--- src/rtl/sap_pkg.sv ---
// -----------------------------------------------------------------------------
// sap_pkg
// Shared definitions for the 8-bit accumulator CPU datapath:
//   - control-word bit positions (the control unit's bit order)
//   - the two fixed fetch control words
//   - opcode values carried in IR[7:4]
//   - bus source selector and a helper that counts active bus drivers
// No ports; imported with "import sap_pkg::*;".
// -----------------------------------------------------------------------------
package sap_pkg;

  // Control-word bit positions. The CTRL_ prefix keeps these apart from the
  // opcode names, since SUB and HLT exist in both sets.
  localparam int CTRL_HLT      = 15;
  localparam int CTRL_MARWA    = 14;
  localparam int CTRL_RAMWA    = 13;
  localparam int CTRL_RAMOA    = 12;
  localparam int CTRL_INREGOA  = 11;
  localparam int CTRL_INREGWA  = 10;
  localparam int CTRL_AWA      = 9;
  localparam int CTRL_AOA      = 8;
  localparam int CTRL_SUMOUT   = 7;
  localparam int CTRL_SUB      = 6;
  localparam int CTRL_BWA      = 5;
  localparam int CTRL_OUTREGWA = 4;
  localparam int CTRL_PCINC    = 3;
  localparam int CTRL_PCOE     = 2;
  localparam int CTRL_PCJMP    = 1;
  localparam int CTRL_FLAGSIN  = 0;

  // Fetch step 0: MAR <- PC.  Fetch step 1: IR <- RAM[MAR], PC <- PC+1.
  localparam logic [15:0] FETCH0 = 16'h4004;
  localparam logic [15:0] FETCH1 = 16'h1408;

  // Opcodes as they appear in IR[7:4].
  localparam logic [3:0] OP_LDA = 4'd1;
  localparam logic [3:0] OP_ADD = 4'd2;
  localparam logic [3:0] OP_SUB = 4'd3;
  localparam logic [3:0] OP_STA = 4'd4;
  localparam logic [3:0] OP_LDI = 4'd5;
  localparam logic [3:0] OP_JMP = 4'd6;
  localparam logic [3:0] OP_JC  = 4'd7;
  localparam logic [3:0] OP_JZ  = 4'd8;
  localparam logic [3:0] OP_OUT = 4'd14;
  localparam logic [3:0] OP_HLT = 4'd15;

  // Which source won the bus this cycle.
  typedef enum logic [2:0] {
    SRC_NONE,
    SRC_RAM,
    SRC_IR,
    SRC_A,
    SRC_ALU,
    SRC_PC
  } bus_src_t;

  // Number of bus drivers requested by a control word; two or more is
  // contention.
  function automatic logic [2:0] driver_count(input logic [15:0] c);
    return {2'b00, c[CTRL_RAMOA]} + {2'b00, c[CTRL_INREGOA]} +
           {2'b00, c[CTRL_AOA]}   + {2'b00, c[CTRL_SUMOUT]}   +
           {2'b00, c[CTRL_PCOE]};
  endfunction

endpackage

--- src/rtl/sap_datapath_if.sv ---
// -----------------------------------------------------------------------------
// sap_datapath_if
// Bundle between the control unit / program loader (master) and the
// datapath (slave).
//   ctrl       : 16-bit control word
//   ld_en      : program-load enable
//   ld_addr    : program-load RAM address
//   ld_data    : program-load RAM data
//   ir_op      : IR[7:4] opcode back to the control unit
//   flag_c     : latched carry flag
//   flag_z     : latched zero flag
//   out_val    : output register
//   out_strobe : one-cycle pulse after each output-register write
//   halted     : sticky halt indicator
//   bus_err    : sticky bus-contention indicator
//   bus_dbg    : current bus value
// -----------------------------------------------------------------------------
interface sap_datapath_if #(
  parameter int DATA_W = 8,
  parameter int ADDR_W = 4
);
  logic [15:0]       ctrl;
  logic              ld_en;
  logic [ADDR_W-1:0] ld_addr;
  logic [DATA_W-1:0] ld_data;
  logic [3:0]        ir_op;
  logic              flag_c;
  logic              flag_z;
  logic [DATA_W-1:0] out_val;
  logic              out_strobe;
  logic              halted;
  logic              bus_err;
  logic [DATA_W-1:0] bus_dbg;

  modport master (
    output ctrl, ld_en, ld_addr, ld_data,
    input  ir_op, flag_c, flag_z, out_val, out_strobe, halted, bus_err, bus_dbg
  );

  modport slave (
    input  ctrl, ld_en, ld_addr, ld_data,
    output ir_op, flag_c, flag_z, out_val, out_strobe, halted, bus_err, bus_dbg
  );
endinterface

--- src/rtl/sap_alu.sv ---
// -----------------------------------------------------------------------------
// sap_alu
// Combinational DATA_W adder/subtractor.
//   a, b  : operands (A and B registers)
//   sub   : 0 = a+b, 1 = a+~b+1 (carry=1 means no borrow)
//   sum   : result
//   carry : carry out of the top bit
//   zero  : sum == 0
// -----------------------------------------------------------------------------
module sap_alu
  import sap_pkg::*;
#(
  parameter int DATA_W = 8
) (
  input  logic [DATA_W-1:0] a,
  input  logic [DATA_W-1:0] b,
  input  logic              sub,
  output logic [DATA_W-1:0] sum,
  output logic              carry,
  output logic              zero
);

  logic [DATA_W-1:0] b_eff;
  logic [DATA_W:0]   full;

  // Subtraction reuses the adder: invert B and inject sub as carry-in.
  assign b_eff = sub ? ~b : b;
  assign full  = {1'b0, a} + {1'b0, b_eff} + {{DATA_W{1'b0}}, sub};
  assign sum   = full[DATA_W-1:0];
  assign carry = full[DATA_W];
  assign zero  = (full[DATA_W-1:0] == '0);

endmodule

--- src/rtl/sap_datapath.sv ---
// -----------------------------------------------------------------------------
// sap_datapath
// Datapath of the 8-bit accumulator CPU: shared bus mux, PC, MAR, RAM, IR,
// A/B registers, ALU, carry/zero flags and output register.
//   clk : clock, all state updates on the rising edge
//   clr : asynchronous active-low reset (RAM contents are kept)
//   dp  : sap_datapath_if slave (control word, program-load port, status)
// -----------------------------------------------------------------------------
module sap_datapath
  import sap_pkg::*;
#(
  parameter int DATA_W = 8,
  parameter int ADDR_W = 4
) (
  input  logic          clk,
  input  logic          clr,
  sap_datapath_if.slave dp
);

  localparam int DEPTH = 2 ** ADDR_W;

  logic [ADDR_W-1:0] pc;
  logic [ADDR_W-1:0] mar;
  logic [DATA_W-1:0] ir;
  logic [DATA_W-1:0] a_reg;
  logic [DATA_W-1:0] b_reg;
  logic [DATA_W-1:0] out_reg;
  logic              flag_c_reg;
  logic              flag_z_reg;
  logic              strobe_reg;
  logic              halted_reg;
  logic              err_reg;

  logic [DATA_W-1:0] mem [DEPTH];
  logic [DATA_W-1:0] ram_rd;

  logic [DATA_W-1:0] alu_sum;
  logic              alu_c;
  logic              alu_z;

  logic [DATA_W-1:0] ir_ext;
  logic [DATA_W-1:0] pc_ext;
  bus_src_t          bus_src;
  logic [DATA_W-1:0] bus;

  logic [15:0]       c;
  logic              run;

  assign c = dp.ctrl;

  // Control bits only act when no load is in progress, the CPU is not
  // halted and this is not the halting cycle itself.
  assign run = !dp.ld_en && !halted_reg && !c[CTRL_HLT];

  assign ram_rd = mem[mar];
  assign ir_ext = {{(DATA_W-ADDR_W){1'b0}}, ir[ADDR_W-1:0]};
  assign pc_ext = {{(DATA_W-ADDR_W){1'b0}}, pc};

  sap_alu #(.DATA_W(DATA_W)) u_alu (
    .a     (a_reg),
    .b     (b_reg),
    .sub   (c[CTRL_SUB]),
    .sum   (alu_sum),
    .carry (alu_c),
    .zero  (alu_z)
  );

  // Priority bus mux; with contention the highest-priority source still
  // drives, the error is only recorded.
  always_comb begin
    bus_src = SRC_NONE;
    if (c[CTRL_RAMOA])         bus_src = SRC_RAM;
    else if (c[CTRL_INREGOA])  bus_src = SRC_IR;
    else if (c[CTRL_AOA])      bus_src = SRC_A;
    else if (c[CTRL_SUMOUT])   bus_src = SRC_ALU;
    else if (c[CTRL_PCOE])     bus_src = SRC_PC;

    bus = '0;
    case (bus_src)
      SRC_RAM: bus = ram_rd;
      SRC_IR:  bus = ir_ext;
      SRC_A:   bus = a_reg;
      SRC_ALU: bus = alu_sum;
      SRC_PC:  bus = pc_ext;
      default: bus = '0;
    endcase
  end

  // Register file, flags and status. Every writer samples the pre-edge bus,
  // so loop-backs such as sumout+awa are well defined.
  always_ff @(posedge clk or negedge clr) begin
    if (!clr) begin
      pc         <= '0;
      mar        <= '0;
      ir         <= '0;
      a_reg      <= '0;
      b_reg      <= '0;
      out_reg    <= '0;
      flag_c_reg <= 1'b0;
      flag_z_reg <= 1'b0;
      strobe_reg <= 1'b0;
      halted_reg <= 1'b0;
      err_reg    <= 1'b0;
    end else begin
      strobe_reg <= run && c[CTRL_OUTREGWA];

      if (!dp.ld_en && !halted_reg && c[CTRL_HLT])
        halted_reg <= 1'b1;

      if (run) begin
        if (driver_count(c) > 3'd1)  err_reg <= 1'b1;
        if (c[CTRL_MARWA])           mar     <= bus[ADDR_W-1:0];
        if (c[CTRL_INREGWA])         ir      <= bus;
        if (c[CTRL_AWA])             a_reg   <= bus;
        if (c[CTRL_BWA])             b_reg   <= bus;
        if (c[CTRL_OUTREGWA])        out_reg <= bus;
        if (c[CTRL_PCJMP])           pc      <= bus[ADDR_W-1:0];
        else if (c[CTRL_PCINC])      pc      <= pc + 1'b1;
        if (c[CTRL_FLAGSIN]) begin
          flag_c_reg <= alu_c;
          flag_z_reg <= alu_z;
        end
      end
    end
  end

  // RAM has no reset so a loaded program survives clr; writes are still
  // suppressed while clr is low so a reset aborts them too.
  always_ff @(posedge clk) begin
    if (clr) begin
      if (dp.ld_en)
        mem[dp.ld_addr] <= dp.ld_data;
      else if (run && c[CTRL_RAMWA])
        mem[mar] <= bus;
    end
  end

  assign dp.ir_op      = ir[DATA_W-1 -: 4];
  assign dp.flag_c     = flag_c_reg;
  assign dp.flag_z     = flag_z_reg;
  assign dp.out_val    = out_reg;
  assign dp.out_strobe = strobe_reg;
  assign dp.halted     = halted_reg;
  assign dp.bus_err    = err_reg;
  assign dp.bus_dbg    = bus;

endmodule

--- src/flat_wrapper.sv ---
// flat-port wrapper written by rule: the top's interface ports become plain ports
module sap_datapath_flat import sap_pkg::*;
#(
  parameter int DATA_W = 8,
  parameter int ADDR_W = 4
)
  (clk, clr, dp_ctrl, dp_ld_en, dp_ld_addr, dp_ld_data, dp_ir_op, dp_flag_c, dp_flag_z, dp_out_val, dp_out_strobe, dp_halted, dp_bus_err, dp_bus_dbg);
  sap_datapath_if #(.DATA_W(DATA_W), .ADDR_W(ADDR_W)) dp_i ();
  input  logic clk;
  input  logic clr;
  input wire logic [$bits(dp_i.ctrl)-1:0] dp_ctrl;
  input wire logic [$bits(dp_i.ld_en)-1:0] dp_ld_en;
  input wire logic [$bits(dp_i.ld_addr)-1:0] dp_ld_addr;
  input wire logic [$bits(dp_i.ld_data)-1:0] dp_ld_data;
  output wire logic [$bits(dp_i.ir_op)-1:0] dp_ir_op;
  output wire logic [$bits(dp_i.flag_c)-1:0] dp_flag_c;
  output wire logic [$bits(dp_i.flag_z)-1:0] dp_flag_z;
  output wire logic [$bits(dp_i.out_val)-1:0] dp_out_val;
  output wire logic [$bits(dp_i.out_strobe)-1:0] dp_out_strobe;
  output wire logic [$bits(dp_i.halted)-1:0] dp_halted;
  output wire logic [$bits(dp_i.bus_err)-1:0] dp_bus_err;
  output wire logic [$bits(dp_i.bus_dbg)-1:0] dp_bus_dbg;
  assign dp_i.ctrl = dp_ctrl;
  assign dp_i.ld_en = dp_ld_en;
  assign dp_i.ld_addr = dp_ld_addr;
  assign dp_i.ld_data = dp_ld_data;
  assign dp_ir_op = dp_i.ir_op;
  assign dp_flag_c = dp_i.flag_c;
  assign dp_flag_z = dp_i.flag_z;
  assign dp_out_val = dp_i.out_val;
  assign dp_out_strobe = dp_i.out_strobe;
  assign dp_halted = dp_i.halted;
  assign dp_bus_err = dp_i.bus_err;
  assign dp_bus_dbg = dp_i.bus_dbg;
  sap_datapath #(.DATA_W(DATA_W), .ADDR_W(ADDR_W)) u_core (.clk(clk), .clr(clr), .dp(dp_i));
endmodule
--- config.mk ---
export PLATFORM = sky130hd
export DESIGN_NAME = sap_datapath_flat
export DESIGN_NICKNAME = d
export VERILOG_FILES = /design/src/rtl/sap_pkg.sv /design/src/rtl/sap_datapath_if.sv /design/src/rtl/sap_alu.sv /design/src/rtl/sap_datapath.sv /design/src/flat_wrapper.sv
export SDC_FILE = /design/constraint.sdc
export NUM_CORES = 1
export LEC_CHECK = 0
export BUFFER_PORTS_ARGS = -buffer_cell sky130_fd_sc_hd__buf_2
export CAP_MARGIN = 15
export CORE_MARGIN = 2
export CORE_UTILIZATION = 56
export DETAILED_ROUTE_END_ITERATION = 8
export GPL_TIMING_DRIVEN = 0
export PLACE_DENSITY = 0.82
export SYNTH_ARGS = -nofsm -noshare
export SYNTH_HDL_FRONTEND = slang
export SYNTH_SLANG_ARGS = --single-unit
--- constraint.sdc ---
create_clock -name clk -period 3.54 [get_ports clk]
set_input_delay 0.354 -clock clk [delete_from_list [all_inputs] [get_ports clk]]
set_output_delay 0.354 -clock clk [all_outputs]
set_load 0.01 [all_outputs]
### Yosys cells after proc, flatten, opt, wreduce, memory -nomap -nowiden

Memories as Yosys holds them, arrays and structs flattened.
Index checks and enable logic that the tools add are counted.

* bitwise gates (word level): 1
* multiplexer cells: 19
* equal/unequal tests: 5
* reduce and logical (&&, ||, !) cells: 19
* add/sub/neg operators: 7
* order comparisons: 1

Operator list (number)
* case mux 8 bit (5 select lines): 1
* two-way mux 8 bit: 2
* AND reduction 2 bit: 8
* two-way mux 3 bit: 5
* two-way mux 4 bit: 3
* adder 3 x 1 -> 3 bit: 3
* adder 8 x 8 -> 9 bit: 1
* adder 9 x 1 -> 9 bit: 1
* logical NOT 8 bit: 1
* two-way mux 1 bit: 8
* NOT 8 bit: 1
* OR reduction 8 bit: 1
* == test 3 x 2 -> 1 bit (second input constant): 2
* == test 3 bit (second input constant): 2
* logical AND 1 bit: 5
* adder 4 x 1 -> 4 bit (second input constant): 1
* == test 3 x 1 -> 1 bit (second input constant): 1
* greater-than comparator 3 x 1 -> 1 bit (second input constant): 1
* logical NOT 1 bit: 3
* adder 1 x 1 -> 2 bit: 1
* nonzero test 2 bit: 1

* output and inout port bits: 25
* input port bits: 31
* logic and storage cells: 64
* memory bits (writable): 128
* memories kept: 1
* bits in registers: 45

Memory list
* u_core.mem: depth 16, bits a word 8, read ports 1, clocked after Yosys merged registers in 0, wr ports 1, line sap_datapath.sv:34 `logic [DATA_W-1:0] mem [DEPTH];`

### Logic depth before layout (Yosys ltp)

Gate-level depths: netlist of run 1.

* depth in word-level cells: 10
* mapped depth: 10
* depth with buffers taken out: 9

### Modules after synthesis

Synthesis of run 1 repeated with hierarchy kept, for this count alone.

* cells, all modules: 608
* area, all modules: 7970.1 sq um

Modules (own cells, without submodules)
* sap_datapath: cells an instance 551, sequential area each 4969.8 sq um, area an instance 7532.2 sq um, times used 1
* sap_alu: cells an instance 57, sequential area each 0.0 sq um, area an instance 437.9 sq um, times used 1

### Worst setup path after synthesis of run 1

OpenSTA, ideal clock, no wires.

* kind: input -> register
* start: input port dp_ctrl[6]
* end: memory u_core.mem[0][6] (data pin)
* setup time: 0.330 ns
* required time: 3.210 ns
* setup slack: 0.516 ns
* buffers on the path: 1
* arrival time: 2.693 ns
* stages on the path: 9
* cells stage by stage: buf_2 > xor2_1 > ha_1 > nor2b_1 > o31a_1 > or3_1 > a21oi_1 > nor3_1 > o21ai_0

* cells in the longest elaborated chain, start to end: 5

Ends and longest elaborated chain
* from (decl): line flat_wrapper.sv:11 `input wire logic [$bits(dp_i.ctrl)-1:0] dp_ctrl;`
* two-way mux 8 bit: line sap_alu.sv:27 `assign b_eff = sub ? ~b : b;`
* adder 8 x 8 -> 9 bit: line sap_alu.sv:28 `assign full = {1'b0, a} + {1'b0, b_eff} + {{DATA_W{1'b0}}, sub};`
* adder 9 x 1 -> 9 bit *: line sap_alu.sv:28
* case mux 8 bit (5 select lines) *: line sap_datapath.sv:79 `case (bus_src)`
* two-way mux 8 bit (no source line) *
* to (decl): line sap_datapath.sv:34

Mark *: on every way between the ends. The rest lies on a longest branch, timed or not.

### Worst setup path after layout of run 1

* start: register u_core.mar[1]
* end: output port dp_bus_dbg[6]

* cells in the longest elaborated chain, start to end: 2

Ends and longest elaborated chain
* from (decl): line sap_datapath.sv:23 `logic [ADDR_W-1:0] mar;`
* from (signal assigned): line sap_datapath.sv:112 `if (c[CTRL_MARWA]) mar <= bus[ADDR_W-1:0];`
* memory (16 x 8 bit)
* case mux 8 bit (5 select lines): line sap_datapath.sv:79
* to (decl): line flat_wrapper.sv:22 `output wire logic [$bits(dp_i.bus_dbg)-1:0] dp_bus_dbg;`

No other way between the ends.

==> reports/summary.txt, run 1 <==
PLACED DESIGN
--------------------------------------------------------------------------------
Post-DP HPWL                                                            12600 um
Gpl congestion                                                             0.991
Number of input and output port buffers inserted                              54
# placed instances                                                           780
Placed standard-cell area                                               8170 um2

PWR
--------------------------------------------------------------------------------
Comb pwr share                                                             14.3%
Internal power                                                           3.57 mW
Net switching power of the design                                        1.26 mW
VDD IR max                                                                336 uV
Power per standard cell area                                          546 nW/um2
Part of the power in registers                                             47.3%
Sw Share                                                                   26.1%
Static leakage                                                           3.34 nW
Clock network power share                                                  38.4%

GLOBAL ROUTING
--------------------------------------------------------------------------------
Largest net degree at the start of global routing                             50
Overall track demand over capacity in global routing                       26.2%
Remaining global-route overflow                                                0
Number of global-route vias before repair                                   5021
Wire length of the first global-routing pass                            27800 um
Initial antenna violation count                                                0

CTS
--------------------------------------------------------------------------------
Number of sinks on the clock net                                             173
Skew-Pair Late Insertion Delay                                           0.43 ns
Reg clk slew, reported paths                                             0.07 ns
Clock Tree Root                                                     sky130_fd_sc_hd__clkbuf_16
Number of hold buffers added after CTS                                         0
Number of buffers on the longest clock path                                    2
Number of buffers created by CTS                                              17
CTS tree                                                                     yes
H-Tree Level Count                                                             4

WORST SETUP PATH
--------------------------------------------------------------------------------
Data required time of the critical path                                  3.19 ns
Startpoint type of the worst setup path                                     flop
Cell at the slowest stage of the critical path                      sky130_fd_sc_hd__mux4_2
Classification of the worst setup path                                   reg2out
Maximum single-stage delay on the critical path                          0.36 ns
Most numerous cell on the critical path                             sky130_fd_sc_hd__buf_2
CP cell instances                                                   buf_2 > buf_2 > buf_2 > mux4_2 > mux2i_1 > o21ai_0 > nor3_4 > inv_1 > buf_2
Number of buffer and inverter stages on the critical path                      5
Cell family with the largest share of critical-path delay           buffers and inverters
Worst path arrival time                                                  3.07 ns
Critical Path End Type                                                output pin
Maximum fanout along the worst path                                           10
Worst reg2reg setup slack                                                0.23 ns

FLOW RUN
--------------------------------------------------------------------------------
Number of violations of the max-capacitance limit                              0

FINISH
--------------------------------------------------------------------------------
Antenna diode instance count                                                   0
Most common library cell in the layout ignoring fill and taps       sky130_fd_sc_hd__edfxtp_1
Fraction of final layout cells with drive strength greater than 1          24.1%
Area growth from synthesis to layout                                       15.9%
Count of filler cells inserted in the layout                                 901
Commonest cells after routing, fill and taps aside                  sky130_fd_sc_hd__edfxtp_1, sky130_fd_sc_hd__nand2_1, sky130_fd_sc_hd__buf_2, sky130_fd_sc_hd__o21ai_0, sky130_fd_sc_hd__dfrtp_1
Final #Nets                                                                  673
Number of flip-flops in the largest register                                 128
Register bank with the most flops                                     u_core.mem
Post-route design area                                                  8850 um2
Final Instance Count excl. Fillers                                           816

DIE
--------------------------------------------------------------------------------
Width of the die                                                          121 um
Row count                                                                     42
Ports placed on the boundary                                                  56
Vertical die dimension                                                    121 um
Core region area                                                       13300 um2
Total die area                                                         14600 um2
Initial standard-cell utilization of the core                              57.4%

DETAILED ROUTING
--------------------------------------------------------------------------------
DRC errors left                                                                0
Detailed-routing iteration count for the pre-antenna-repair pass               5
Initial DRC Count                                                            682
DR WL/cell                                                               22.1 um
Post-detailed-routing wire length                                       18100 um
Total via count after detailed routing                                      5030
Routed via count divided by cell count                                      6.16
Final ANT Viol Nets                                                            0

STA
--------------------------------------------------------------------------------
Final-report hold violation count                                              0
Worst slew slack as a fraction of its limit                                28.6%
Tightest Pin Transition                                                  1.07 ns
Minimum clock period after layout                                        3.43 ns
Setup Skew                                                            0.00853 ns
Count of final max-slew check failures                                         0
Peak Freq                                                                292 MHz
Post-Route Hold Slack                                                   0.117 ns
Final setup violation count                                                    0
Unrepaired setup endpoints after global routing                            false
Final cycle utilization of the critical path                               96.8%

YOSYS
--------------------------------------------------------------------------------
Synthesized instance count                                                   544
Number of enable-type register cells in the synthesized netlist              128
Synth Warn #                                                                   0
Area leader, netlist                                                sky130_fd_sc_hd__edfxtp_1
Top area cells in the synthesized netlist                           sky130_fd_sc_hd__edfxtp_1, sky130_fd_sc_hd__dfrtp_1, sky130_fd_sc_hd__mux4_2, sky130_fd_sc_hd__nand2_1, sky130_fd_sc_hd__o21ai_0
Synth Register Bits                                                          173
Asr flop ratio synth                                                       26.0%
Synthesized net count                                                        589
Synth Cell Area                                                         7630 um2
Sequential-to-total area share from yosys stat                             65.1%
Post-synth cell types                                                         52
Proportion of netlist area held by the largest area contributor            50.4%
Avg Synthesized Cell Area                                               14.0 um2
Leading register cell type out of synthesis                         sky130_fd_sc_hd__edfxtp_1

STATUS
--------------------------------------------------------------------------------
Run status                                                             completed

MIN PATH
--------------------------------------------------------------------------------
Hold Path Class                                                         in2async

==> per-layer routing <==
| layer | global-route usage (%) | wire length (um) | share of wire (%) |
|---|---|---|---|
| met4 | 11.0 | 523 | 2.9 |
| met3 | 6.18 | 1740 | 9.7 |
| met5 | 0 | 0 | 0 |
| met2 | 40.6 | 8650 | 48 |
| met1 | 36.1 | 7130 | 40 |
==> repair_timing <==
item	CTS	global route
gates cloned	0	0
pin swaps	0	2
endpoints found under the setup margin	26	30
gates resized for setup	3	5
buffers inserted	0	5
==> stage by stage <==
stage / util [%] / setup TNS, ns / worst slack [ns] / total power, mW
2_1_floorplan: - / 0 / 0.516 / 2.73
3_5_place_dp: 61.5 / -4.75 / -0.201 / 2.98
6_report: 66.6 / 0 / 0.112 / 4.84
5_1_grt: 66.6 / 0 / 0.0468 / 4.99
4_1_cts: 66.0 / 0 / 0.0213 / 4.81
3_3_place_gp: 61.1 / -55.06 / -0.714 / 2.95
==> path summary, 6_finish.rpt <==
check | startpoint | endpoint | cells past startpoint
setup / recovery | u_core.mar[1]$_DFFE_PN0P_ | dp_bus_dbg[6] | 9
hold / removal | clr | u_core.pc[2]$_DFFE_PN0P_ | 1
setup reg to reg | u_core.mar[1]$_DFFE_PN0P_ | u_core.mem[7][1]$_DFFE_PP_ | 10
hold reg to reg | u_core.dp.bus_err$_DFFE_PN0P_ | u_core.dp.bus_err$_DFFE_PN0P_ | 1
max in group asynchronous | clr | u_core.b_reg[7]$_DFFE_PN0P_ | 1
min in group clk | dp_ctrl[15] | u_core.dp.halted$_DFFE_PN0P_ | 2
==> logic make-up after synthesis <==
family	after synthesis	share of synthesized area (%)
mux	46	10.7
buf+inv	45	2.80
fa+ha+maj	14	2.59
compound gates	111	8.97
flops	173	65.1
simple gates	143	8.49
xor+xnor	12	1.38
==> synthesized netlist by cell type, drive strengths merged (2+ instances only) <==
cell,number
edfxtp,128
nand2,70
o21ai,57
dfrtp,45
nor2,30
mux4,28
inv,20
buf,17
a21oi,16
mux2i,15
ha,11
clkbuf,8
xor2,8
nor3,7
nand2b,6
nand3,6
nor2b,6
a211oi,5
a22oi,5
o22ai,5
a221oi,4
xnor2,4
a21o,3
and2,3
and3,3
fa,3
mux2,3
nand4,3
nor3b,3
o21a,3
o221ai,3
a311oi,2
a31oi,2
or3,2
==> power groups by stage <==
stage          logic (mW)  clock network [mW]  registers [mW]
2_1_floorplan       0.407                   0            2.32
3_3_place_gp        0.627                   0            2.33
3_5_place_dp        0.650                   0            2.33
4_1_cts             0.658                1.87            2.29
5_1_grt             0.749                1.95            2.29
6_report            0.692                1.86            2.29
==> layout make-up <==
type | instances | area (um2) | area share, %
Sequential cell | 173 | 4970 | 56.2
Multi-Input combinational cell | 326 | 2500 | 28.3
Clock buffer | 18 | 429 | 4.85
Timing Repair Buffer | 66 | 364 | 4.11
Tap cell | 176 | 220 | 2.49
Clock inverter | 13 | 155 | 1.75
Buffer | 24 | 135 | 1.53
Inverter | 20 | 75.1 | 0.848
Note: power is estimated with default switching activity, not from simulation.
==> inputs of run 2 (changes only) <==
--- a/config.mk
+++ b/config.mk
@@ -5,13 +5,14 @@
 export SDC_FILE = /design/constraint.sdc
 export NUM_CORES = 1
 export LEC_CHECK = 0
+export ABC_AREA = 1
 export BUFFER_PORTS_ARGS = -buffer_cell sky130_fd_sc_hd__buf_2
 export CAP_MARGIN = 15
 export CORE_MARGIN = 2
-export CORE_UTILIZATION = 56
+export CORE_UTILIZATION = 57
 export DETAILED_ROUTE_END_ITERATION = 8
 export GPL_TIMING_DRIVEN = 0
-export PLACE_DENSITY = 0.82
+export PLACE_DENSITY = 0.83
 export SYNTH_ARGS = -nofsm -noshare
 export SYNTH_HDL_FRONTEND = slang
 export SYNTH_SLANG_ARGS = --single-unit
==> reports/summary.txt, run 2 <==
WORST SETUP PATH
-----------------------------------------------------------------------------------------------------------------
Startpoint type of the worst setup path                                                                      flop
Worst path arrival time                                                                                   2.75 ns   -0.32 ns
Maximum fanout along the worst path                                                                            10   unchanged
Critical Path End Type                                                                                 output pin
Data required time of the critical path                                                                   3.19 ns   about the same
Classification of the worst setup path                                                                    reg2out

CTS
-----------------------------------------------------------------------------------------------------------------
H-Tree Level Count                                                                                              4   unchanged
Reg clk slew, reported paths                                                                              0.07 ns   about the same
CTS tree                                                                                                      yes
Number of buffers on the longest clock path                                                                     2   unchanged
Number of buffers created by CTS                                                                               17   unchanged
CTS-repair resized insts                                                                                        0   -3
Skew-Pair Late Insertion Delay                                                                            0.44 ns   about the same
Number of sinks on the clock net                                                                              173   unchanged
Clock Tree Root                                                                                      sky130_fd_sc_hd__clkbuf_16

YOSYS
-----------------------------------------------------------------------------------------------------------------
Area fraction in compound gates after synthesis                                                             2.16%   -6.8 points
Number of enable-type register cells in the synthesized netlist                                               128   unchanged
Combinational family with the most area after synthesis                                              simple AND/OR/NAND/NOR gates
Post-synthesis simple-gate area fraction                                                                    27.5%   +19 points
Most instantiated cells after synthesis                                                              sky130_fd_sc_hd__nand2_1, sky130_fd_sc_hd__nand3_1, sky130_fd_sc_hd__edfxtp_1
Share of cell area taken by muxes after synthesis                                                              0%   -11 points
Leading register cell type out of synthesis                                                          sky130_fd_sc_hd__edfxtp_1
Synthesized instance count                                                                                    830   +53%
Area leader, netlist                                                                                 sky130_fd_sc_hd__edfxtp_1
Top area cells in the synthesized netlist                                                            sky130_fd_sc_hd__edfxtp_1, sky130_fd_sc_hd__nand2_1, sky130_fd_sc_hd__dfrtp_1, sky130_fd_sc_hd__nand3_1, sky130_fd_sc_hd__inv_1
Proportion of netlist area held by the largest area contributor                                             48.0%   -2.3 points
Arithmetic-cell share of the synthesized area counting full adders, half adders and majority gates          2.47%   -0.12 points
Post-synth cell types                                                                                          37   -29%
Synth Warn #                                                                                                    0   unchanged
Most frequent cell after synthesis                                                                   sky130_fd_sc_hd__nand2_1
XOR/XNOR Fraction of Synth Area                                                                             1.09%   -0.28 points
Synthesized net count                                                                                         875   +49%
Sequential-to-total area share from yosys stat                                                              62.1%   -3.0 points
Synth Cell Area                                                                                          8000 um2   +4.9%
Avg Synthesized Cell Area                                                                                9.64 um2   -31%
Asr flop ratio synth                                                                                        26.0%   unchanged
Synth Register Bits                                                                                           173   unchanged

DIE
-----------------------------------------------------------------------------------------------------------------
Width of the die                                                                                           123 um   +1.4%
Vertical die dimension                                                                                     123 um   +1.4%
Total die area                                                                                          15000 um2   +2.9%
Ports placed on the boundary                                                                                   56   unchanged
Initial standard-cell utilization of the core                                                               58.1%   +0.70 points
Row count                                                                                                      43   +2.4%
Core region area                                                                                        13800 um2   +3.6%

PWR
-----------------------------------------------------------------------------------------------------------------
Part of the power in registers                                                                              43.3%   -4.0 points
Clock network power share                                                                                   37.1%   -1.3 points
Sw Share                                                                                                    30.3%   +4.2 points
Net switching power of the design                                                                         1.62 mW   +28%
VDD IR max                                                                                                 444 uV   +32%
Internal power                                                                                            3.73 mW   +4.3%
Comb pwr share                                                                                              19.6%   +5.3 points
Static leakage                                                                                            4.10 nW   +23%
Power per standard cell area                                                                           584 nW/um2   +6.9%

PLACED DESIGN
-----------------------------------------------------------------------------------------------------------------
Post-DP HPWL                                                                                             13600 um   +7.9%
Number of input and output port buffers inserted                                                               54   unchanged
Placed standard-cell area                                                                                8500 um2   +4.0%
Gpl congestion                                                                                              0.881   -11%

FINISH
-----------------------------------------------------------------------------------------------------------------
Count of filler cells inserted in the layout                                                                 1023   +14%
Most common library cell in the layout ignoring fill and taps                                        sky130_fd_sc_hd__nand2_1
Number of flip-flops in the largest register                                                                  128   unchanged
Area growth from synthesis to layout                                                                        14.4%
Post-route design area                                                                                   9150 um2   +3.4%
Commonest cells after routing, fill and taps aside                                                   sky130_fd_sc_hd__nand2_1, sky130_fd_sc_hd__nand3_1, sky130_fd_sc_hd__edfxtp_1, sky130_fd_sc_hd__buf_2
Final #Nets                                                                                                   950   +41%
Antenna diode instance count                                                                                    0   unchanged
Fraction of final layout cells with drive strength greater than 1                                           14.6%   -9.5 points
Register bank with the most flops                                                                      u_core.mem

STA
-----------------------------------------------------------------------------------------------------------------
Setup Skew                                                                                             0.00917 ns   +0.000646 ns
Count of final max-slew check failures                                                                          0   unchanged
Final-report hold violation count                                                                               0   unchanged
Worst slew slack as a fraction of its limit                                                                 24.3%   -4.3 points
Tightest Pin Transition                                                                                   1.13 ns   +0.0604 ns
Peak Freq                                                                                                 322 MHz   +10%
Minimum clock period after layout                                                                         3.11 ns   -0.320 ns
Unrepaired setup endpoints after global routing                                                             false
Total negative slack for setup checks                                                                        0 ns   unchanged
Final cycle utilization of the critical path                                                                87.8%   -9.0 points
Final setup violation count                                                                                     0   unchanged

GLOBAL ROUTING
-----------------------------------------------------------------------------------------------------------------
Number of global-route vias before repair                                                                    5920   +18%
Largest net degree at the start of global routing                                                              48   -4.0%
Remaining global-route overflow                                                                                 0   unchanged
Overall track demand over capacity in global routing                                                        28.4%   +2.2 points
Initial antenna violation count                                                                                 0   unchanged
Wire length of the first global-routing pass                                                             31100 um   +12%

DETAILED ROUTING
-----------------------------------------------------------------------------------------------------------------
Routed via count divided by cell count                                                                       5.82   -5.6%
Detailed-routing iteration count for the pre-antenna-repair pass                                                6   +1
DRC errors left                                                                                                 0   unchanged
DR WL/cell                                                                                                18.9 um   -15%
Final ANT Viol Nets                                                                                             0   unchanged
Initial DRC Count                                                                                             703   +3.1%
Post-detailed-routing wire length                                                                        20700 um   +15%
Total via count after detailed routing                                                                       6390   +27%

STATUS
-----------------------------------------------------------------------------------------------------------------
Run status                                                                                              completed

FLOW RUN
-----------------------------------------------------------------------------------------------------------------
Number of violations of the max-capacitance limit                                                               0   unchanged

MIN PATH
-----------------------------------------------------------------------------------------------------------------
Hold Path Class                                                                                            in2reg

-- run 2: power groups by stage --
stage / registers, mW / clock network (mW) / logic [mW]
after global placement: 2.35 / 0 / 0.978
after CTS: 2.31 / 1.97 / 1.02
after floorplan: 2.35 / 0 / 0.660
final: 2.32 / 1.99 / 1.05
after global routing: 2.32 / 2.06 / 1.14
after detailed placement: 2.35 / 0 / 1.00
-- run 2: kinds of logic (layout without fill, tap and decap cells) --
group / after synthesis / after routing
AO/OA/AOI/OAI: 30 / 30
XOR/XNOR: 10 / 10
adder cells (fa/ha/maj): 14 / 14
buffers and inverters: 86 / 174
flip-flops: 173 / 173
AND/OR/NAND/NOR: 517 / 517
-- run 2: worst paths after layout --
check / startpoint / to / slack, ns / depth (start not counted)
setup / recovery: u_core.mar[3]$_DFFE_PN0P_ / dp_bus_dbg[4] / 0.43 / 6
hold / removal: dp_ld_en / u_core.dp.halted$_DFFE_PN0P_ / 0.16 / 2
setup reg to reg: u_core.dp.halted$_DFFE_PN0P_ / u_core.mem[9][0]$_DFFE_PP_ / 0.54 / 9
hold reg to reg: u_core.dp.bus_err$_DFFE_PN0P_ / u_core.dp.bus_err$_DFFE_PN0P_ / 0.48 / 1
max in group asynchronous: clr / u_core.mar[2]$_DFFE_PN0P_ / 2.74 / 3
min in group asynchronous: clr / u_core.dp.flag_z$_DFFE_PN0P_ / 0.31 / 2
-- run 2: area by class of cell --
cell class	count	area (um2)	area share, %
Multi-Input combinational cell	571	2660	29.1
Clock buffer	17	425	4.65
Sequential cell	173	4970	54.3
Clock inverter	15	199	2.17
Timing Repair Buffer	56	300	3.28
Inverter	53	199	2.17
Tap cell	180	225	2.46
Buffer	33	175	1.91
-- run 2: through the flow --
| stage | hold slack (ns) | power (mW) | worst slack (ns) | instances | util (%) |
|---|---|---|---|---|---|
| after floorplan | 0.0584 | 3.01 | 1.15 | 830 | - |
| after global placement | 0.453 | 3.33 | 0.246 | 1064 | 61.7 |
| after detailed placement | 0.460 | 3.36 | 0.165 | 1064 | 61.7 |
| after CTS | 0.152 | 5.30 | 0.543 | 1096 | 66.2 |
| after global routing | 0.153 | 5.51 | 0.355 | 1098 | 66.5 |
| final | 0.158 | 5.35 | 0.432 | 1098 | 66.5 |
-- run 2: repair_timing --
item                      4_1_cts  5_1_grt
hold buffers                    0        1
hold endpoints to repair        0        6
setup buffers                   0        0
-- run 2: critical path, cell delays in order, from the launching register on --
cell                       delay [ns]
sky130_fd_sc_hd__dfrtp_1         0.32
sky130_fd_sc_hd__clkbuf_1        0.45
sky130_fd_sc_hd__clkinv_1        0.49
sky130_fd_sc_hd__nand3_1         0.24
sky130_fd_sc_hd__nand3_1         0.19
sky130_fd_sc_hd__o211ai_1        0.37
sky130_fd_sc_hd__buf_2           0.25
-- run 2: per-layer routing --
| metal | track usage [%] | up-vias | routed length (um) |
|---|---|---|---|
| met3 | 7.16 | 68 | 2420 |
| li1 | - | 2917 | - |
| met1 | 36.8 | 2946 | 7640 |
| met4 | 13.2 | 0 | 694 |
| met5 | 0 | - | 0 |
| met2 | 45.1 | 459 | 9980 |
